==> config.mk <==
export PLATFORM = sky130hd
export DESIGN_NAME = mult_controller_taint_track_flat
export DESIGN_NICKNAME = d
export VERILOG_FILES = /design/src/rtl/mult_taint_pkg.sv /design/src/rtl/mult_controller_taint_track_if.sv /design/src/rtl/mult_bit_counter.sv /design/src/rtl/mult_controller_taint_track.sv /design/src/flat_wrapper.sv
export SDC_FILE = /design/constraint.sdc
export NUM_CORES = 1
export LEC_CHECK = 0
export CAP_MARGIN = 10
export CORE_MARGIN = 4
export CORE_UTILIZATION = 33
export CTS_CLUSTER_DIAMETER = 80
export DETAILED_ROUTE_END_ITERATION = 10
export PLACE_DENSITY = 0.72
export SYNTH_ARGS = -nofsm -noshare
export SYNTH_HDL_FRONTEND = slang
export SYNTH_SLANG_ARGS = --single-unit
==> constraint.sdc <==
create_clock -name clk -period 1.48 [get_ports clk]
set_clock_uncertainty 0.15 [all_clocks]
set_input_delay 0.296 -clock clk [delete_from_list [all_inputs] [get_ports clk]]
set_output_delay 0.296 -clock clk [all_outputs]
set_load 0.05 [all_outputs]
==> src/rtl/mult_taint_pkg.sv <==
// rtl/mult_taint_pkg.sv - shared encodings for the taint-tracked multiplier
// Purpose: state encoding, control-bundle bit ordering and counter-width helper
//   shared by the controller, the datapath and top-level tests.
// Ports: none (package).
package mult_taint_pkg;

  localparam logic [2:0] S_IDLE  = 3'd0;
  localparam logic [2:0] S_INIT  = 3'd1;
  localparam logic [2:0] S_CHECK = 3'd2;
  localparam logic [2:0] S_ADD   = 3'd3;
  localparam logic [2:0] S_SHIFT = 3'd4;
  localparam logic [2:0] S_DONE  = 3'd5;

  typedef enum logic [2:0] {
    ST_IDLE  = S_IDLE,
    ST_INIT  = S_INIT,
    ST_CHECK = S_CHECK,
    ST_ADD   = S_ADD,
    ST_SHIFT = S_SHIFT,
    ST_DONE  = S_DONE
  } state_e;

  // Bit positions of the datapath controls inside a control bundle.
  localparam int CTL_MDLD    = 0;
  localparam int CTL_MRLD    = 1;
  localparam int CTL_RSCLEAR = 2;
  localparam int CTL_RSLOAD  = 3;
  localparam int CTL_RSSHR   = 4;
  localparam int CTL_N       = 5;

  typedef logic [CTL_N-1:0] ctl_t;

  // Bit-index counter width; a 1-bit operand still needs a 1-bit counter.
  function automatic int cnt_w(input int width);
    return (width > 1) ? $clog2(width) : 1;
  endfunction

endpackage

==> src/rtl/mult_controller_taint_track_if.sv <==
// rtl/mult_controller_taint_track_if.sv - controller <-> datapath/start bus
// Purpose: groups start, multiplier readback and control/taint outputs.
// Macro: MULT_CTRL_ABORT_EN adds abort/abort_t.
// Modports: master = controller (drives controls), slave = datapath/stimulus side.
interface mult_controller_taint_track_if #(
  parameter int WIDTH = 4
);
  import mult_taint_pkg::*;

  logic             start;
  logic             start_t;
  logic [WIDTH-1:0] multiplierReg;
  logic [WIDTH-1:0] multiplierReg_t;
  logic             mdld, mrld, rsclear, rsload, rsshr;
  logic             mdld_t, mrld_t, rsclear_t, rsload_t, rsshr_t;
  logic             busy;
  logic             done;
  logic             done_t;
`ifdef MULT_CTRL_ABORT_EN
  logic             abort;
  logic             abort_t;

  modport master (
    input  start, start_t, multiplierReg, multiplierReg_t, abort, abort_t,
    output mdld, mrld, rsclear, rsload, rsshr,
    output mdld_t, mrld_t, rsclear_t, rsload_t, rsshr_t,
    output busy, done, done_t
  );

  modport slave (
    output start, start_t, multiplierReg, multiplierReg_t, abort, abort_t,
    input  mdld, mrld, rsclear, rsload, rsshr,
    input  mdld_t, mrld_t, rsclear_t, rsload_t, rsshr_t,
    input  busy, done, done_t
  );
`else
  modport master (
    input  start, start_t, multiplierReg, multiplierReg_t,
    output mdld, mrld, rsclear, rsload, rsshr,
    output mdld_t, mrld_t, rsclear_t, rsload_t, rsshr_t,
    output busy, done, done_t
  );

  modport slave (
    output start, start_t, multiplierReg, multiplierReg_t,
    input  mdld, mrld, rsclear, rsload, rsshr,
    input  mdld_t, mrld_t, rsclear_t, rsload_t, rsshr_t,
    input  busy, done, done_t
  );
`endif

endinterface

==> src/rtl/mult_bit_counter.sv <==
// rtl/mult_bit_counter.sv - multiplier bit-index counter
// Purpose: CNT_W-bit index with synchronous clear/increment and last-bit flag.
// Ports: clk, rst_n (async active-low), clear, inc, cnt (index), last (cnt == WIDTH-1).
module mult_bit_counter #(
  parameter int WIDTH = 4,
  parameter int CNT_W = 2
) (
  input  logic             clk,
  input  logic             rst_n,
  input  logic             clear,
  input  logic             inc,
  output logic [CNT_W-1:0] cnt,
  output logic             last
);

  always_ff @(posedge clk or negedge rst_n) begin
    if (!rst_n) begin
      cnt <= '0;
    end else if (clear) begin
      cnt <= '0;
    end else if (inc) begin
      cnt <= cnt + 1'b1;
    end
  end

  assign last = (cnt == CNT_W'(WIDTH - 1));

endmodule

==> src/rtl/mult_controller_taint_track.sv <==
// rtl/mult_controller_taint_track.sv - taint-tracked shift-add multiplier controller
// Purpose: LSB-first shift-add control FSM; taint from start and inspected
//   multiplier bits is carried in state_t and copied onto every asserted control.
// Ports: clk, rst_n (async active-low), bus (master modport: start/start_t,
//   multiplierReg/_t in; mdld/mrld/rsclear/rsload/rsshr + _t, busy, done, done_t out).
// Macro: MULT_CTRL_ABORT_EN adds bus.abort/abort_t (return to IDLE, no done).
module mult_controller_taint_track
  import mult_taint_pkg::*;
#(
  parameter int WIDTH = 4
) (
  input  logic                          clk,
  input  logic                          rst_n,
  mult_controller_taint_track_if.master bus
);

  localparam int CNT_W = cnt_w(WIDTH);

  state_e           state, state_n;
  logic             state_t, state_t_n;
  logic             cnt_clr, cnt_inc, cnt_last;
  logic [CNT_W-1:0] cnt;
  ctl_t             ctl;

  mult_bit_counter #(
    .WIDTH (WIDTH),
    .CNT_W (CNT_W)
  ) u_cnt (
    .clk   (clk),
    .rst_n (rst_n),
    .clear (cnt_clr),
    .inc   (cnt_inc),
    .cnt   (cnt),
    .last  (cnt_last)
  );

  always_ff @(posedge clk or negedge rst_n) begin
    if (!rst_n) begin
      state   <= ST_IDLE;
      state_t <= 1'b0;
    end else begin
      state   <= state_n;
      state_t <= state_t_n;
    end
  end

  always_comb begin
    state_n   = state;
    state_t_n = state_t;
    cnt_clr   = 1'b0;
    cnt_inc   = 1'b0;
    case (state)
      // The IDLE decision depends on start whichever way it goes, so its taint
      // replaces the previous operation's taint unconditionally.
      ST_IDLE: begin
        state_t_n = bus.start_t;
        if (bus.start) state_n = ST_INIT;
      end
      ST_INIT: begin
        cnt_clr = 1'b1;
        state_n = ST_CHECK;
      end
      ST_CHECK: begin
        state_t_n = state_t | bus.multiplierReg_t[cnt];
        state_n   = bus.multiplierReg[cnt] ? ST_ADD : ST_SHIFT;
      end
      ST_ADD: state_n = ST_SHIFT;
      ST_SHIFT: begin
        if (cnt_last) begin
          cnt_clr = 1'b1;
          state_n = ST_DONE;
        end else begin
          cnt_inc = 1'b1;
          state_n = ST_CHECK;
        end
      end
      ST_DONE: begin
        cnt_clr = 1'b1;
        state_n = ST_IDLE;
      end
      default: begin
        cnt_clr   = 1'b1;
        state_t_n = 1'b0;
        state_n   = ST_IDLE;
      end
    endcase
`ifdef MULT_CTRL_ABORT_EN
    // Abort wins over every other transition, including SHIFT->DONE.
    if (bus.abort && (state != ST_IDLE)) begin
      state_n   = ST_IDLE;
      state_t_n = state_t | bus.abort_t;
      cnt_clr   = 1'b1;
      cnt_inc   = 1'b0;
    end
`endif
  end

  // Moore decode: controls depend on state only; taints gate with state_t.
  always_comb begin
    ctl = '0;
    case (state)
      ST_INIT: begin
        ctl[CTL_MDLD]    = 1'b1;
        ctl[CTL_MRLD]    = 1'b1;
        ctl[CTL_RSCLEAR] = 1'b1;
      end
      ST_ADD:   ctl[CTL_RSLOAD] = 1'b1;
      ST_SHIFT: ctl[CTL_RSSHR]  = 1'b1;
      default:  ctl = '0;
    endcase
    bus.mdld      = ctl[CTL_MDLD];
    bus.mrld      = ctl[CTL_MRLD];
    bus.rsclear   = ctl[CTL_RSCLEAR];
    bus.rsload    = ctl[CTL_RSLOAD];
    bus.rsshr     = ctl[CTL_RSSHR];
    bus.mdld_t    = ctl[CTL_MDLD]    & state_t;
    bus.mrld_t    = ctl[CTL_MRLD]    & state_t;
    bus.rsclear_t = ctl[CTL_RSCLEAR] & state_t;
    bus.rsload_t  = ctl[CTL_RSLOAD]  & state_t;
    bus.rsshr_t   = ctl[CTL_RSSHR]   & state_t;
    bus.busy      = (state != ST_IDLE);
    bus.done      = (state == ST_DONE);
    bus.done_t    = (state == ST_DONE) & state_t;
  end

endmodule

==> src/flat_wrapper.sv <==
// flat-port wrapper written by rule: the top's interface ports become plain ports
module mult_controller_taint_track_flat import mult_taint_pkg::*;
#(
  parameter int WIDTH = 4
)
  (clk, rst_n, bus_start, bus_start_t, bus_multiplierReg, bus_multiplierReg_t, bus_mdld, bus_mrld, bus_rsclear, bus_rsload, bus_rsshr, bus_mdld_t, bus_mrld_t, bus_rsclear_t, bus_rsload_t, bus_rsshr_t, bus_busy, bus_done, bus_done_t);
  mult_controller_taint_track_if #(.WIDTH(WIDTH)) bus_i ();
  input  logic clk;
  input  logic rst_n;
  input wire logic [$bits(bus_i.start)-1:0] bus_start;
  input wire logic [$bits(bus_i.start_t)-1:0] bus_start_t;
  input wire logic [$bits(bus_i.multiplierReg)-1:0] bus_multiplierReg;
  input wire logic [$bits(bus_i.multiplierReg_t)-1:0] bus_multiplierReg_t;
  output wire logic [$bits(bus_i.mdld)-1:0] bus_mdld;
  output wire logic [$bits(bus_i.mrld)-1:0] bus_mrld;
  output wire logic [$bits(bus_i.rsclear)-1:0] bus_rsclear;
  output wire logic [$bits(bus_i.rsload)-1:0] bus_rsload;
  output wire logic [$bits(bus_i.rsshr)-1:0] bus_rsshr;
  output wire logic [$bits(bus_i.mdld_t)-1:0] bus_mdld_t;
  output wire logic [$bits(bus_i.mrld_t)-1:0] bus_mrld_t;
  output wire logic [$bits(bus_i.rsclear_t)-1:0] bus_rsclear_t;
  output wire logic [$bits(bus_i.rsload_t)-1:0] bus_rsload_t;
  output wire logic [$bits(bus_i.rsshr_t)-1:0] bus_rsshr_t;
  output wire logic [$bits(bus_i.busy)-1:0] bus_busy;
  output wire logic [$bits(bus_i.done)-1:0] bus_done;
  output wire logic [$bits(bus_i.done_t)-1:0] bus_done_t;
  assign bus_i.start = bus_start;
  assign bus_i.start_t = bus_start_t;
  assign bus_i.multiplierReg = bus_multiplierReg;
  assign bus_i.multiplierReg_t = bus_multiplierReg_t;
  assign bus_mdld = bus_i.mdld;
  assign bus_mrld = bus_i.mrld;
  assign bus_rsclear = bus_i.rsclear;
  assign bus_rsload = bus_i.rsload;
  assign bus_rsshr = bus_i.rsshr;
  assign bus_mdld_t = bus_i.mdld_t;
  assign bus_mrld_t = bus_i.mrld_t;
  assign bus_rsclear_t = bus_i.rsclear_t;
  assign bus_rsload_t = bus_i.rsload_t;
  assign bus_rsshr_t = bus_i.rsshr_t;
  assign bus_busy = bus_i.busy;
  assign bus_done = bus_i.done;
  assign bus_done_t = bus_i.done_t;
  mult_controller_taint_track #(.WIDTH(WIDTH)) u_core (.clk(clk), .rst_n(rst_n), .bus(bus_i));
endmodule
* Yosys cells after proc, flatten, opt, wreduce, memory -nomap -nowiden
Index checks and enable logic that the tools add are counted.
Word-level totals: output and inout bits 13, register bits 6, word-level logic and storage cells 42
Operators by class: bitwise operators 7, $add $sub $neg 1, mux-type cells 18, $lt $le $gt $ge 1, reductions and logical operators 5, eq/ne operators 7
Operators with widths (number):
- 3-bit one-hot mux with 5 select lines | 1
- 3-bit two-way mux | 4
- 1-bit two-way mux | 7
- 1-bit bitwise AND | 6
- 3-bit by 2-bit equality test with 1-bit output, second input constant | 2
- 3-bit equality test, second input constant | 2
- 1-bit binary-select mux with 2-bit select | 2
- 2-bit two-way mux | 2
- 4-bit OR reduction | 1
- 3-bit by 1-bit equality test with 1-bit output, second input constant | 1
- 3-bit zero test | 1
- 2-bit by 3-bit less-than comparator with 1-bit output, second input constant | 1
- 1-bit one-hot mux with 3 select lines | 1
- 3-bit nonzero test | 1
- 3-bit OR reduction | 1
- 2-bit by 1-bit adder with 2-bit output, second input constant | 1
- 2-bit equality test, second input constant | 1
- 2-bit != test, second input constant | 1
- 1-bit one-hot mux with 2 select lines | 1
- 2-bit nonzero test | 1
- 1-bit bitwise OR | 1

* Depth between registers and ports, before layout
Gate-level depths: netlist of run 1.
depth in word-level cells 5, depth in mapped cells 4, gate-level depth less buffers 4

* Hierarchy
From an unflattened synthesis of run 1, not the netlist that was laid out.
Unflattened totals: cell total of the unflattened synthesis 45, area, all modules 437.9 µm²
Modules (own cells, without submodules):
- mult_controller_taint_track | sequential area each 100.1 µm², area each 349.1 µm², cells an instance 38, instances 1
- mult_bit_counter | sequential area each 50.0 µm², area each 88.8 µm², cells an instance 7, instances 1

* Worst setup path after synthesis of run 1
No wires, ideal clock.
path kind register to register, start reg u_core.state[0], end reg u_core.state[2], data arrival time 2.005 ns, data required time 1.261 ns, cell stages (with the launch flop) 4, slack -0.744 ns, cells stage by stage dfrtp_1 buf_2 nor3_1 a22o_1
On the way: cells in the longest elaborated chain, start to end 2, elaborated cells between the ends (all ways) 7, those cells by class eq/ne (5); mux (1); reduce/logical (1)
RTL lines:
- from (decl) | line mult_controller_taint_track.sv:19 | state_e state, state_n;
- from (signal assigned) | line mult_controller_taint_track.sv:42 | state <= state_n;
- 3-bit equality test (tied with other cells) | line mult_controller_taint_track.sv:52 | case (state)
- 3-bit one-hot mux with 5 select lines or 2-bit != test (tied branches)
Parallel ways exist; a longest one is shown, timed or not. A chain may end at the register's enable or synchronous reset.

* Final worst setup path of run 1
start reg u_core.state[1], end out bus_busy
On the way: cells in the longest elaborated chain, start to end 1
RTL lines:
- 3-bit nonzero test | line mult_controller_taint_track.sv:121 | bus.busy = (state != ST_IDLE);
- to (decl) | line flat_wrapper.sv:24 | output wire logic [$bits(bus_i.busy)-1:0] bus_busy;
Every way passes these cells.

==> results.yml, run 1 <==
clock_tree:
  insertion_delay_ns: 0.25
  clock_path_buffers: 2
  cts-root-buf: "clkbuf_4"
  cts_sinks: 6
  path_clk_slew_ns: 0.06
  numCtsBuffers: 3
  tritoncts: "done"
  htree_levels: 1
detailed_routing:
  drt-pass1-iter-count: 4
  via_count: 474
  via_per_inst: 5.04
  routed_wl_um: 1280
  avgRoutedWirePerCell_um: 13.6
  ant_nets: 0
  drc: 0
  drt_iter0_drc: 4
critical_path:
  critical_path_class: "reg2out"
  worstPathMaxFanout: 7
  crit_chain: "or3_4 -> buf_6"
  max_stage_delay_ns: 0.45
  slowest_stage: "dfrtp_2"
  path_delay_family: "flip-flops"
  cp_data_required_time_ns: 1.03
  path_buf_inv: 1
  crit_arrival_ns: 1.26
  cp-start-kind: "flip-flop"
  cp-end-kind: "output port"
floorplanning:
  row_count: 13
  coreArea_um2: 1320
  die-area_um2: 2060
  die_h_um: 45.4
  chipWidth_um: 45.4
  start_util_pct: 35.0
  io_pins: 25
yosys:
  synth_top_family_by_area: "simple AND/OR/NAND/NOR gates"
  async_flop_share_pct: 100
  synth_edf_count: 0
  synthMuxAreaShare_pct: 12.2
  syn-num-nets: 61
  synthAdderAreaFrac_pct: 2.71
  synth.most_common_cell: "nor2_1"
  synth_seq_cells: 6
  yosysUniqueCellTypes: 24
  syn_inst: 48
  syn_area_per_cell_um2: 9.62
  synthXorXnorAreaFrac_pct: 0
  synth.cell_area_um2: 462
  synth_area_leaders: "dfrtp_1 33%, mux4_2 9.8%, buf_4 6.5%"
  seq_area_frac_synth_pct: 32.5
  synthSimpleGateAreaFrac_pct: 24.9
  synth-compound-area-share_pct: 13.6
  synth_common_cells: "8 x nor2_1, 6 x dfrtp_1, 4 x buf_4"
  yosysTopAreaCellShare_pct: 32.5
  synth_largest_area_cell: "dfrtp_1"
  yosys_warnings: 0
  synthFlopType: "dfrtp_1"
timing:
  setup_tns_ns: -2.58
  fin_crit_ns: 1.70
  finalHoldWorstSlack_ns: 0.153
  worst_pin_slew_ns: 0.308
  slew_headroom_pct: 79.4
  max_freq_ghz: 0.587
  final.period_utilization_pct: 115
  setup_viol: 13
  rsz0062_at_grt: "true"
  setup_ws_ns: -0.225
  slew_viol_final: 0
  finalHoldViolations: 0
global_route:
  grt_busiest_layer: "met2"
  grt_pass1_vias: 498
  track_usage_pct: 13.5
  grtUsageMet3_pct: 2.37
  grt_pass1_wl_um: 2040
  met2_usage_pct: 26.5
  antenna_found_initial: 0
  grt_max_degree: 10
  met1_usage_pct: 13.7
  grt_overflow_total: 0
placed_design:
  gp_congestion: 0.888
  dp_worst_setup_slack_ns: -0.176
  place_area_um2: 898
  portBuffers: 24
  hpwl_um: 1020
  dp.cells: 90
job:
  max_cap_violations: 0
finish:
  design_area_um2: 977
  diodes: 0
  drive_above_1_share_pct: 63.3
  finalNonFillerCells: 94
  fin_nets: 94
  syn_to_final_growth_pct: 112
  fin_util_pct: 74.2
status:
  status: "complete, but fails checks"
  violations: "negative setup slack"
power:
  power_mw: 2.37
  vdd_drop_max_mv: 1.43
  leakage_nw: 0.406
  power_density_nw_per_um2: 2430
worst_hold_path:
  hold_class: "in2async"
-- final cells by class --
cell class                 instances  area (µm²)
clock buffer                       3        22.5
fill                              90         340
inverter                           2        7.51
multi-input combinational         33         319
sequential                         6         154
tap                               15        18.8
timing repair buffer              35         455
-- final timing paths --
| path | start | endpoint | slack (ns) | cells after the start |
|---|---|---|---|---|
| max in group asynchronous | rst_n | u_core.u_cnt.cnt[0] | 0.77 | 1 |
| worst max register to register | u_core.state[0] | u_core.u_cnt.cnt[0] | 0.01 | 5 |
| worst min register to register | u_core.u_cnt.cnt[0] | u_core.u_cnt.cnt[0] | 0.47 | 1 |
| worst max-delay path | u_core.state[1] | bus_busy | -0.22 | 2 |
| worst min-delay path | rst_n | u_core.u_cnt.cnt[1] | 0.15 | 1 |
| min in group clk | u_core.u_cnt.cnt[0] | u_core.u_cnt.cnt[0] | 0.47 | 1 |
-- registers in the layout (all words and copies together) (netlist names) --
name              cells
u_core.u_cnt.cnt      2
u_core.state          3
u_core.state_t        1
-- power by group --
part | total, mW | internal, mW | leakage [nW] | switching, mW
clock | 0.164 | 0.0926 | 0.0138 | 0.0712
sequential | 0.364 | 0.247 | 0.0725 | 0.117
combinational | 1.84 | 0.906 | 0.320 | 0.938
total | 2.37 | 1.25 | 0.406 | 1.13
-- what timing repair did --
item | CTS | global route
pin swaps | 2 | 3
hold buffers | 0 | 0
buffers inserted | 1 | 0
endpoints found under the setup margin | 16 | 16
resized for setup | 9 | 6
hold endpoints to repair | 0 | 0
-- cell usage in the layout (no fill, tap or decap), types with 2 or more instances in the layout --
| cell | count |
|---|---|
| a21oi_1 | 2 |
| a22o_1 | 2 |
| buf_12 | 12 |
| buf_4 | 8 |
| buf_6 | 4 |
| clkbuf_4 | 3 |
| clkdlybuf4s50_1 | 11 |
| dfrtp_1 | 3 |
| dfrtp_2 | 3 |
| inv_1 | 2 |
| mux4_2 | 2 |
| nor2_1 | 4 |
| nor2_2 | 2 |
| nor2_4 | 2 |
| nor3_4 | 2 |
-- layer usage --
metal	vias up	part of all wire (%)
met4	0	1.1
met2	25	55
met3	2	8.7
met5	-	0
met1	220	35
li1	227	-
-- cell families after synthesis --
logic type | Yosys count
AOI/OAI and AO/OA | 8
adders and majority gates | 1
buffers and inverters | 9
DFF | 6
muxes | 3
and+or+nand+nor | 21
(Power assumes the default switching activity.)
==> inputs of run 2 (changes only) <==
ABC_CLOCK_PERIOD_IN_PS = 1480   (was default)
==> results of run 2 <==
Final layout, timing and power as in run 1 (identical DEF).
